`src/rtl/mfe_led7seg_74hc595_demo_1.sv`:
```
// Button-driven BCD counter shown on a 4-digit display through two 74HC595s.
// Optional macro LED7SEG_BLANK_LEADING_ZERO_EN blanks leading zero digits.
module mfe_led7seg_74hc595_demo_1 #(
  parameter int SCLK_DIV        = 1,
  parameter int DEBOUNCE_CYCLES = 2
) (
  input  logic clk,
  input  logic rst,
  input  logic btn,
  output logic sclk,
  output logic rclk,
  output logic dio
);

  localparam int DW = (SCLK_DIV > 1) ? $clog2(SCLK_DIV) : 1;
  localparam int CW = (DEBOUNCE_CYCLES > 1) ? $clog2(DEBOUNCE_CYCLES) : 1;
  localparam logic [DW-1:0] DIV_LAST = DW'(SCLK_DIV - 1);
  localparam logic [CW-1:0] DEB_LAST = CW'(DEBOUNCE_CYCLES - 1);

  typedef enum logic [1:0] {LOAD, SHIFT_LO, SHIFT_HI, LATCH} state_t;

  function automatic logic [7:0] segcode(input logic [3:0] d);
    case (d)
      4'd0:    segcode = 8'hC0;
      4'd1:    segcode = 8'hF9;
      4'd2:    segcode = 8'hA4;
      4'd3:    segcode = 8'hB0;
      4'd4:    segcode = 8'h99;
      4'd5:    segcode = 8'h92;
      4'd6:    segcode = 8'h82;
      4'd7:    segcode = 8'hF8;
      4'd8:    segcode = 8'h80;
      4'd9:    segcode = 8'h90;
      default: segcode = 8'hFF;
    endcase
  endfunction

  logic          s1, s2, deb, inc;
  logic [CW-1:0] dcnt;

  always_ff @(posedge clk) begin
    if (rst) begin
      s1   <= 1'b0;
      s2   <= 1'b0;
      deb  <= 1'b0;
      inc  <= 1'b0;
      dcnt <= '0;
    end else begin
      s1  <= btn;
      s2  <= s1;
      inc <= 1'b0;
      if (s2 != deb) begin
        if (dcnt == DEB_LAST) begin
          deb  <= s2;
          dcnt <= '0;
          inc  <= s2;
        end else begin
          dcnt <= dcnt + 1'b1;
        end
      end else begin
        dcnt <= '0;
      end
    end
  end

  // bcd[0] is thousands, bcd[3] is units
  logic [3:0][3:0] bcd, nxt;
  logic            carry;

  always_comb begin
    nxt   = bcd;
    carry = 1'b1;
    for (int i = 3; i >= 0; i--) begin
      if (carry) begin
        if (bcd[i] == 4'd9) begin
          nxt[i] = 4'd0;
        end else begin
          nxt[i] = bcd[i] + 4'd1;
          carry  = 1'b0;
        end
      end
    end
  end

  always_ff @(posedge clk) begin
    if (rst)      bcd <= '0;
    else if (inc) bcd <= nxt;
  end

  logic [1:0] idx;
  logic [3:0] dval;
  logic [7:0] seg, sel;

  assign dval = bcd[idx];
  assign sel  = 8'hF0 | (8'h01 << idx);

`ifdef LED7SEG_BLANK_LEADING_ZERO_EN
  logic lz;
  always_comb begin
    lz = 1'b1;
    for (int i = 0; i < 4; i++)
      if (i <= int'(idx) && bcd[i] != 4'd0) lz = 1'b0;
    seg = (lz && idx != 2'd3) ? 8'hFF : segcode(dval);
  end
`else
  assign seg = segcode(dval);
`endif

  state_t        state;
  logic [15:0]   word;
  logic [3:0]    ptr;
  logic [DW-1:0] div;

  always_ff @(posedge clk) begin
    if (rst) begin
      state <= LOAD;
      sclk  <= 1'b0;
      rclk  <= 1'b0;
      dio   <= 1'b0;
      word  <= '0;
      ptr   <= '0;
      div   <= '0;
      idx   <= '0;
    end else begin
      unique case (state)
        LOAD: begin
          word  <= {seg, sel};
          ptr   <= 4'd15;
          dio   <= seg[7];
          sclk  <= 1'b0;
          rclk  <= 1'b0;
          div   <= '0;
          state <= SHIFT_LO;
        end
        SHIFT_LO: begin
          if (div == DIV_LAST) begin
            div   <= '0;
            sclk  <= 1'b1;
            state <= SHIFT_HI;
          end else begin
            div <= div + 1'b1;
          end
        end
        SHIFT_HI: begin
          if (div == DIV_LAST) begin
            div  <= '0;
            sclk <= 1'b0;
            if (ptr == 4'd0) begin
              rclk  <= 1'b1;
              state <= LATCH;
            end else begin
              ptr   <= ptr - 4'd1;
              dio   <= word[ptr - 4'd1];
              state <= SHIFT_LO;
            end
          end else begin
            div <= div + 1'b1;
          end
        end
        LATCH: begin
          if (div == DIV_LAST) begin
            div   <= '0;
            rclk  <= 1'b0;
            idx   <= idx + 2'd1;
            state <= LOAD;
          end else begin
            div <= div + 1'b1;
          end
        end
        default: state <= LOAD;
      endcase
    end
  end

endmodule

```
`config.mk`:
```
export PLATFORM = sky130hd
export DESIGN_NAME = mfe_led7seg_74hc595_demo_1
export DESIGN_NICKNAME = d
export VERILOG_FILES = /design/src/rtl/mfe_led7seg_74hc595_demo_1.sv
export SDC_FILE = /design/constraint.sdc
export NUM_CORES = 1
export LEC_CHECK = 0
export CELL_PAD_IN_SITES_DETAIL_PLACEMENT = 0
export CELL_PAD_IN_SITES_GLOBAL_PLACEMENT = 1
export CORE_UTILIZATION = 49
export CTS_BUF_LIST = sky130_fd_sc_hd__clkbuf_8
export DETAILED_ROUTE_END_ITERATION = 10
export PLACE_DENSITY = 0.84
export SLEW_MARGIN = 30
export SYNTH_ARGS = -nofsm -noshare
export SYNTH_HDL_FRONTEND = slang
export SYNTH_SLANG_ARGS = --single-unit
export TNS_END_PERCENT = 20
```
`constraint.sdc`:
```
create_clock -name clk -period 2.2 [get_ports clk]
set_clock_uncertainty 0.05 [all_clocks]
set_input_delay 0.22 -clock clk [delete_from_list [all_inputs] [get_ports clk]]
set_output_delay 0.22 -clock clk [all_outputs]
set_load 0.01 [all_outputs]
```
==> summary.md, run 1 <==
| Metric | Value |
|---|---|
| Vias in the first global route | between 1.5k and 2k |
| Routed Antenna Nets | 0 |
| Top Ports | 6 |
| Final Slew Violations | 0 |
| Syn. warnings | 0 |
| Final setup fails | 0 |
| Net count, final | 282 |
| #FFs+latches synth | 44 |
| Area of the core | 4474 µm² |
| Hold_sp | s1 |
| Bufs on Longest Clock Path | 2 |
| Routed WL | 4.351 mm |
| ANT cells | 0 |
| Final Hold Viols | 0 |
| Number of enable flip-flop cells after synthesis | 0 |
| Cells after synthesis | 259 |
| Clock root cell | clkbuf_8 |
| Placed Instances | 310 |
| CTS tree | built |
| First-pass GRT wire length | 7.824 mm |
| Crit path top cell by count | inv_1 |
| GRT overflow | 0 |
| Vias/cell | 5.686 |
| Ratio of cells with drive above 1 in the final layout | 10.15% |
| Synth area leaders | dfxtp_1, ha_1, mux4_2 |
| Syn_nets | 276 |
| Hold_buf cts | 0 |
| Resized cells post-CTS | 0 |
| Critical Path Sink Type | flip-flop |
| Unrepaired setup endpoints after global routing | false |
| Vias | 1,808 |
| Power Density | 647.0 nW/µm² |
| DRC | 1 |
| Cells along the critical path | mux4_1 > inv_1 > ha_1 > inv_1 > a21oi_1 > o21ai_0 > a41o_1 |
| Placer Congestion | between 0.8 and 0.9 |
| Fillers | 403 |
| Tot GR Track Use | 19.55% |
| Most frequently used flop master after synthesis | dfxtp_1 |
| Worst setup startpoint | idx[1] |
| TNS Setup | 0 ps |
| Worst Path Max Fanout | 4 |
| Die Footprint | 5074 µm² |
| Fmax | 506.8 MHz |
| Critical Path Start Type | flip-flop |
| Status | finished, violations left |
| Max-slew headroom | ~69% |
| Slowest CP cell | mux4_1 |
| Ys async rst share | 0% |
| Post-Syn Area | 2349 µm² |
| Seq/Total Area, Yosys | 37.51% |
| Lkg Pwr | 0.0009650 µW |
| CP arrival | 2120 ps |
| Initial antenna violation count | 0 |
| Period Utilization, post-route | 89.68% |
| Slew @ Worst Pin | approximately 460 ps |
| Postcts setup bufs | 0 |
| Clock slew at reported path FFs | 90 ps |
| Yosys top cell area share | between 30 and 40% |
| Distinct cells, synth | 45 |
| Hold Crit Class | flip-flop to flip-flop |
| Post-DP HPWL | 3.114 mm |
| Overall Power | ~1700 µW |
| CTS buffer count | 5 |
| Iter 0 DRT Violations | a little under 100 |
| Clock latency on the worst-skew pair | ~300 ps |
| Critical path class | flip-flop to flip-flop |
| Pin count of the biggest net entering global routing | 18 |
| Routed WL per cell | between 10 and 15 µm |
| Fin cells | around 320 |
| Die Span Y | 71.23 µm |
| # port buffers | 5 |
| Max-cap violations | 0 |
| CTS sink count | between 40 and 50 |
| Dominant cell type by area after synthesis | dfxtp_1 |
| Req. time, crit path | 2350 ps |
| Slowest stage delay, CP | 630 ps |
| Failing checks | design-rule violations |
| Num rows | 24 |
| Syn Area/Cell | 9.068 µm² |
| First-pass iteration count of the detailed router | 7 |
| Max VDD drop | between 300 and 400 µV |
| Die Wd | slightly above 70 µm |
| R2R Path Start | idx[1] |
| Area grow syn2layout | 9.803% |
| Depth of the CTS H-tree | 2 |
| Final min period | 1973 ps |
| Initial Utilization | 52.49% |
==> layer usage <==
| layer | global-route usage, % | vias to the layer above | wire length, µm |
|---|---|---|---|
| met5 | 0 | - | 0 |
| met3 | 4.641 | 9 | 141 |
| met2 | 29.95 | 28 | 1907 |
| li1 | - | 937 | - |
| met1 | 25.76 | 834 | 2187 |
| met4 | 10.22 | 0 | 114 |
==> sequential cells by signal, summed over array words and instances (netlist names), 2 cells and up <==
register / flops
bcd: 16
word: 12
ptr: 4
idx: 2
state: 2
==> synth_stat cells (2+ instances only) <==
| cell type | n |
|---|---|
| nor2_1 | 29 |
| a211oi_1 | 3 |
| nand3_1 | 7 |
| xnor2_1 | 6 |
| or3_1 | 2 |
| nand3b_1 | 4 |
| dfxtp_1 | 44 |
| o21ai_0 | 15 |
| o31ai_1 | 3 |
| ha_1 | 14 |
| buf_1 | 2 |
| a311oi_1 | 3 |
| a21boi_0 | 4 |
| nand2_1 | 8 |
| mux2i_1 | 8 |
| nand2b_1 | 4 |
| buf_2 | 4 |
| o32ai_1 | 2 |
| inv_1 | 19 |
| a31oi_1 | 4 |
| clkbuf_1 | 8 |
| or4_1 | 5 |
| a21oi_1 | 14 |
| nor2b_1 | 10 |
| mux4_2 | 6 |
| nor3b_1 | 3 |
| nor4bb_1 | 2 |
| nor3_1 | 8 |
| nand4b_1 | 2 |
==> final timing paths <==
path,to,cells past startpoint,slack [ps]
setup reg to reg,word[12],7,230
hold reg to reg,s2,1,400
setup / recovery,word[12],7,230
hold / removal,s2,1,400
==> cell usage in the layout (no fill, tap or decap), drive strengths merged, types with 2 or more instances in the layout <==
cell type,synthesis,routed
dfxtp,44,44
nor2,29,29
inv,19,19
o21ai,15,15
a21oi,14,14
ha,14,14
nor2b,10,10
buf,7,9
nor3,8,8
mux2i,8,8
nand2,8,8
nand3,7,7
mux4,7,7
xnor2,6,6
or4,5,5
clkbuf,8,5
clkdlybuf4s50,0,5
nand2b,4,4
a31oi,4,4
nand3b,4,4
a21boi,4,4
nor3b,4,4
a211oi,3,3
o31ai,3,3
a311oi,3,3
nand4b,2,2
o32ai,2,2
nor4bb,2,2
or3,2,2
clkinv,0,2
nand4,2,2
==> layout make-up <==
| cell class | instances | area, µm² | share of cell area, % |
|---|---|---|---|
| Multi-Input combinational cell | 181 | 1328 | 51.48 |
| Sequential cell | 44 | 880.8 | 34.16 |
| Timing Repair Buffer | 14 | 117.6 | 4.561 |
| Inverter | 19 | 71.32 | 2.766 |
| Clock buffer | 5 | 68.82 | 2.669 |
| Tap cell | 52 | 65.06 | 2.523 |
| Clock inverter | 3 | 47.55 | 1.844 |
==> critical path: cells and delay by family, from the launching register on <==
family | cells | cell delay [ps]
adders and majority gates | 1 | 180
DFF | 1 | 400
buffers and inverters | 2 | 180
AOI/OAI and AO/OA | 3 | 440
muxes | 1 | 630
==> where the power goes <==
group | leakage [µW] | internal [µW] | switching (µW)
clock network | 0.0000583 | 342 | 294
logic | 0.000548 | 86.6 | 91.0
registers | 0.000359 | 827 | 27.0
==> through the flow <==
| step | hold slack (ps) | instance area, µm² | util, % | setup WS, ps |
|---|---|---|---|---|
| 2_1_floorplan | 298.2 | 2349 | - | 225.3 |
| 3_3_place_gp | 370.1 | 2462 | 55.03 | 310.8 |
| 3_5_place_dp | 381.7 | 2462 | 55.03 | 233.6 |
| 4_1_cts | 407.2 | 2579 | 57.63 | 226.0 |
| 5_1_grt | 422.9 | 2579 | 57.63 | 73.30 |
| 6_report | 404.9 | 2579 | 57.63 | 227.0 |
==> logic make-up after synthesis <==
group	share of synthesized area, %
simple gates	21.52
mux	10.28
flops	37.51
xor+xnor	2.611
buf+inv	5.967
compound gates	14.65
fa+ha+maj	7.459
No activity file was read; power rests on OpenSTA's default activity.
==> run 2, diff against run 1 <==
--- a/config.mk
+++ b/config.mk
@@ -10,7 +10,8 @@
 export CORE_UTILIZATION = 49
 export CTS_BUF_LIST = sky130_fd_sc_hd__clkbuf_8
 export DETAILED_ROUTE_END_ITERATION = 10
-export PLACE_DENSITY = 0.84
+export GPL_TIMING_DRIVEN = 0
+export PLACE_DENSITY = 0.83
 export SLEW_MARGIN = 30
 export SYNTH_ARGS = -nofsm -noshare
 export SYNTH_HDL_FRONTEND = slang
==> run 2 against run 1 <==
The run still ends with design-rule violations left; sequential power fell by 0.8%; flip-flop and latch count did not move; fmax fell by 1.4%; total power rose by 12%; die area did not move; core utilization rose by 1.5 points; cell area rose by 2.7%; count of clock-buffer cells in the layout did not move; setup slack got worse by 28 ps; critical path depth rose by 1; first-iteration DRC count fell by 11%; critical path type unchanged; largest cell class unchanged.
==> summary.md, run 2 (same netlist as run 1, synthesis figures left out) <==
| Metric | Value |
|---|---|
| Top Ports | 6 (unchanged) |
| Net count, final | 291 (+3.2%) |
| Placer Congestion | 0.7916 (-3.6%) |
| CTS sink count | 44 (unchanged) |
| Placed Instances | 316 (+1.9%) |
| Vias in the first global route | 1,751 (+0.52%) |
| Slowest stage delay, CP | 560 ps (-70 ps) |
| CTS buffer count | 5 (unchanged) |
| Post-DP HPWL | 3.235 mm (+3.9%) |
| Final Hold Viols | 0 (unchanged) |
| Ratio of cells with drive above 1 in the final layout | 9.818% (-0.33 points) |
| Clock slew at reported path FFs | 80 ps (about the same) |
| Routed WL | 4.503 mm (+3.5%) |
| Final Slew Violations | 0 (unchanged) |
| # port buffers | 5 (unchanged) |
| Delay-heaviest family, CP | multiplexers |
| Area of the core | 4474 µm² (unchanged) |
| ANT cells | 0 (unchanged) |
| Biggest regs | bcd x16, word x12, ptr x4 |
| Most frequent cells in the layout | dfxtp_1, nor2_1, inv_1 |
| Worst path bufs/invs | 3 (+1) |
| Fmax | 499.8 MHz (-1.4%) |
| Initial Utilization | 52.49% (unchanged) |
| Max-slew headroom | 57.38% (-12 points) |
| Clock latency on the worst-skew pair | 300 ps (about the same) |
| Lkg Pwr | 0.0009888 µW (+2.5%) |
| Max VDD drop | 475.0 µV (+24%) |
| First-pass iteration count of the detailed router | 7 (unchanged) |
| Num rows | 24 (unchanged) |
| GRT overflow | 0 (unchanged) |
| Max reg flops | 16 (unchanged) |
| Fillers | 395 (-2.0%) |
| Critical Path Sink Type | flip-flop |
| Period Utilization, post-route | 90.95% (+1.3 points) |
| Die Footprint | 5074 µm² (unchanged) |
| Pin count of the biggest net entering global routing | 15 (-3) |
| Die Wd | 71.23 µm (unchanged) |
| First-pass GRT wire length | 7.990 mm (+2.1%) |
| Req. time, crit path | 2350 ps (about the same) |
| Routed Antenna Nets | 0 (unchanged) |
| Final min period | 2001 ps (+27.82 ps) |
| Depth of the CTS H-tree | 2 (unchanged) |
| Slowest CP cell | mux4_2 |
| Slew @ Worst Pin | 639.2 ps (+178.0 ps) |
| DRC | 1 (unchanged) |
| Final setup fails | 0 (unchanged) |
| Critical path class | flip-flop to flip-flop |
| Commonest non-fill, non-tap cell in the layout | dfxtp_1 |
| Failing checks | design-rule violations |
| Status | finished, violations left |
| Initial antenna violation count | 0 (unchanged) |
| Fin cells | 327 (+2.8%) |
| Top reg by flops | bcd |
| Hold Crit Class | flip-flop to flip-flop |
| Power Density | 708.7 nW/µm² (+9.5%) |
| Clock root cell | clkbuf_8 |
| Fin util | 59.17% (+1.5 points) |
| Max-cap violations | 0 (unchanged) |
| Routed WL per cell | 13.77 µm (+0.65%) |
| Vias/cell | 5.639 (-0.82%) |
| Tot GR Track Use | 20.27% (+0.72 points) |
| Hold_buf cts | 0 (unchanged) |
| Die Span Y | 71.23 µm (unchanged) |
| CP arrival | 2150 ps (+30 ps) |
| Vias | 1,844 (+2.0%) |
| Crit path top cell by count | inv_1 |
| Worst R2R Setup Slack | 200 ps (-30 ps) |
| Critical Path Start Type | flip-flop |
| Worst Path Max Fanout | 6 (+2) |
| Bufs on Longest Clock Path | 2 (unchanged) |
| Unrepaired setup endpoints after global routing | false |
| CTS tree | built |
| Area grow syn2layout | 12.73% |
| Cells along the critical path | buf_6 > mux4_2 > inv_1 > ha_1 > inv_1 > a21oi_1 > o21ai_0 > a41o_1 |
| Iter 0 DRT Violations | 88 (-11%) |
| TNS Setup | 0 ps (unchanged) |
## run 2: cell types whose count changed in the layout (fill, tap and decap cells not counted), sizes merged
cell	delta
clkbuf	+8
bufinv	+2
clkinv	-2
buf	+1
## run 2: path summary, 6_finish.rpt
path,startpoint,endpoint,depth (start not counted)
min reg2reg,s1,s2,1
min,s1,s2,1
max,idx[1],word[12],8
max reg2reg,idx[1],word[12],8
## run 2: metrics by stage
stage               worst slack (ps)  instance area (µm²)  power (µW)  hold WS, ps
finish                         199.2                 2648        1876        409.3
global route                   10.73                 2648        1965        430.5
CTS                            47.19                 2623        1897        414.2
detailed placement             61.79                 2464        1051        393.0
global placement               56.36                 2464        1048        388.1
floorplan                      225.3                 2349       998.8        298.2
## run 2: layout make-up
type	count	area (µm²)	area share (%)
sequential	44	880.8	33.27
tap	52	65.06	2.457
clock inverter	3	90.09	3.403
timing repair buffer	8	72.57	2.741
clock buffer	5	68.82	2.599
buffer	15	75.07	2.836
multi-input combinational	181	1324	50.00
inverter	19	71.32	2.694
## run 2: timing repair
action	CTS	global route
resized for setup	0	4
buffers inserted	0	3
endpoints found under the setup margin	0	4
## run 2: metal layers
layer / share of wire [%] / vias to the layer above / wire, µm / track usage, %
met5: 0 / - / 0 / 0
met4: 1.6 / 0 / 72 / 8.000
met3: 3.4 / 7 / 151 / 4.219
met2: 46 / 24 / 2066 / 32.91
met1: 49 / 865 / 2213 / 26.55
li1: - / 948 / - / -
## run 2: worst reg2reg max path: cells and delay by family (launching register included)
family	cells	cell delay [ps]
multiplexers	1	560
AO/OA/AOI/OAI	3	430
flip-flops	1	380
buffers and inverters	3	320
adder cells (fa/ha/maj)	1	170
## run 2: where the power goes
part	switching [µW]	total, µW	internal (µW)
Clock	279	846	568
Combinational	101	183	81.7
Sequential	20.0	847	827
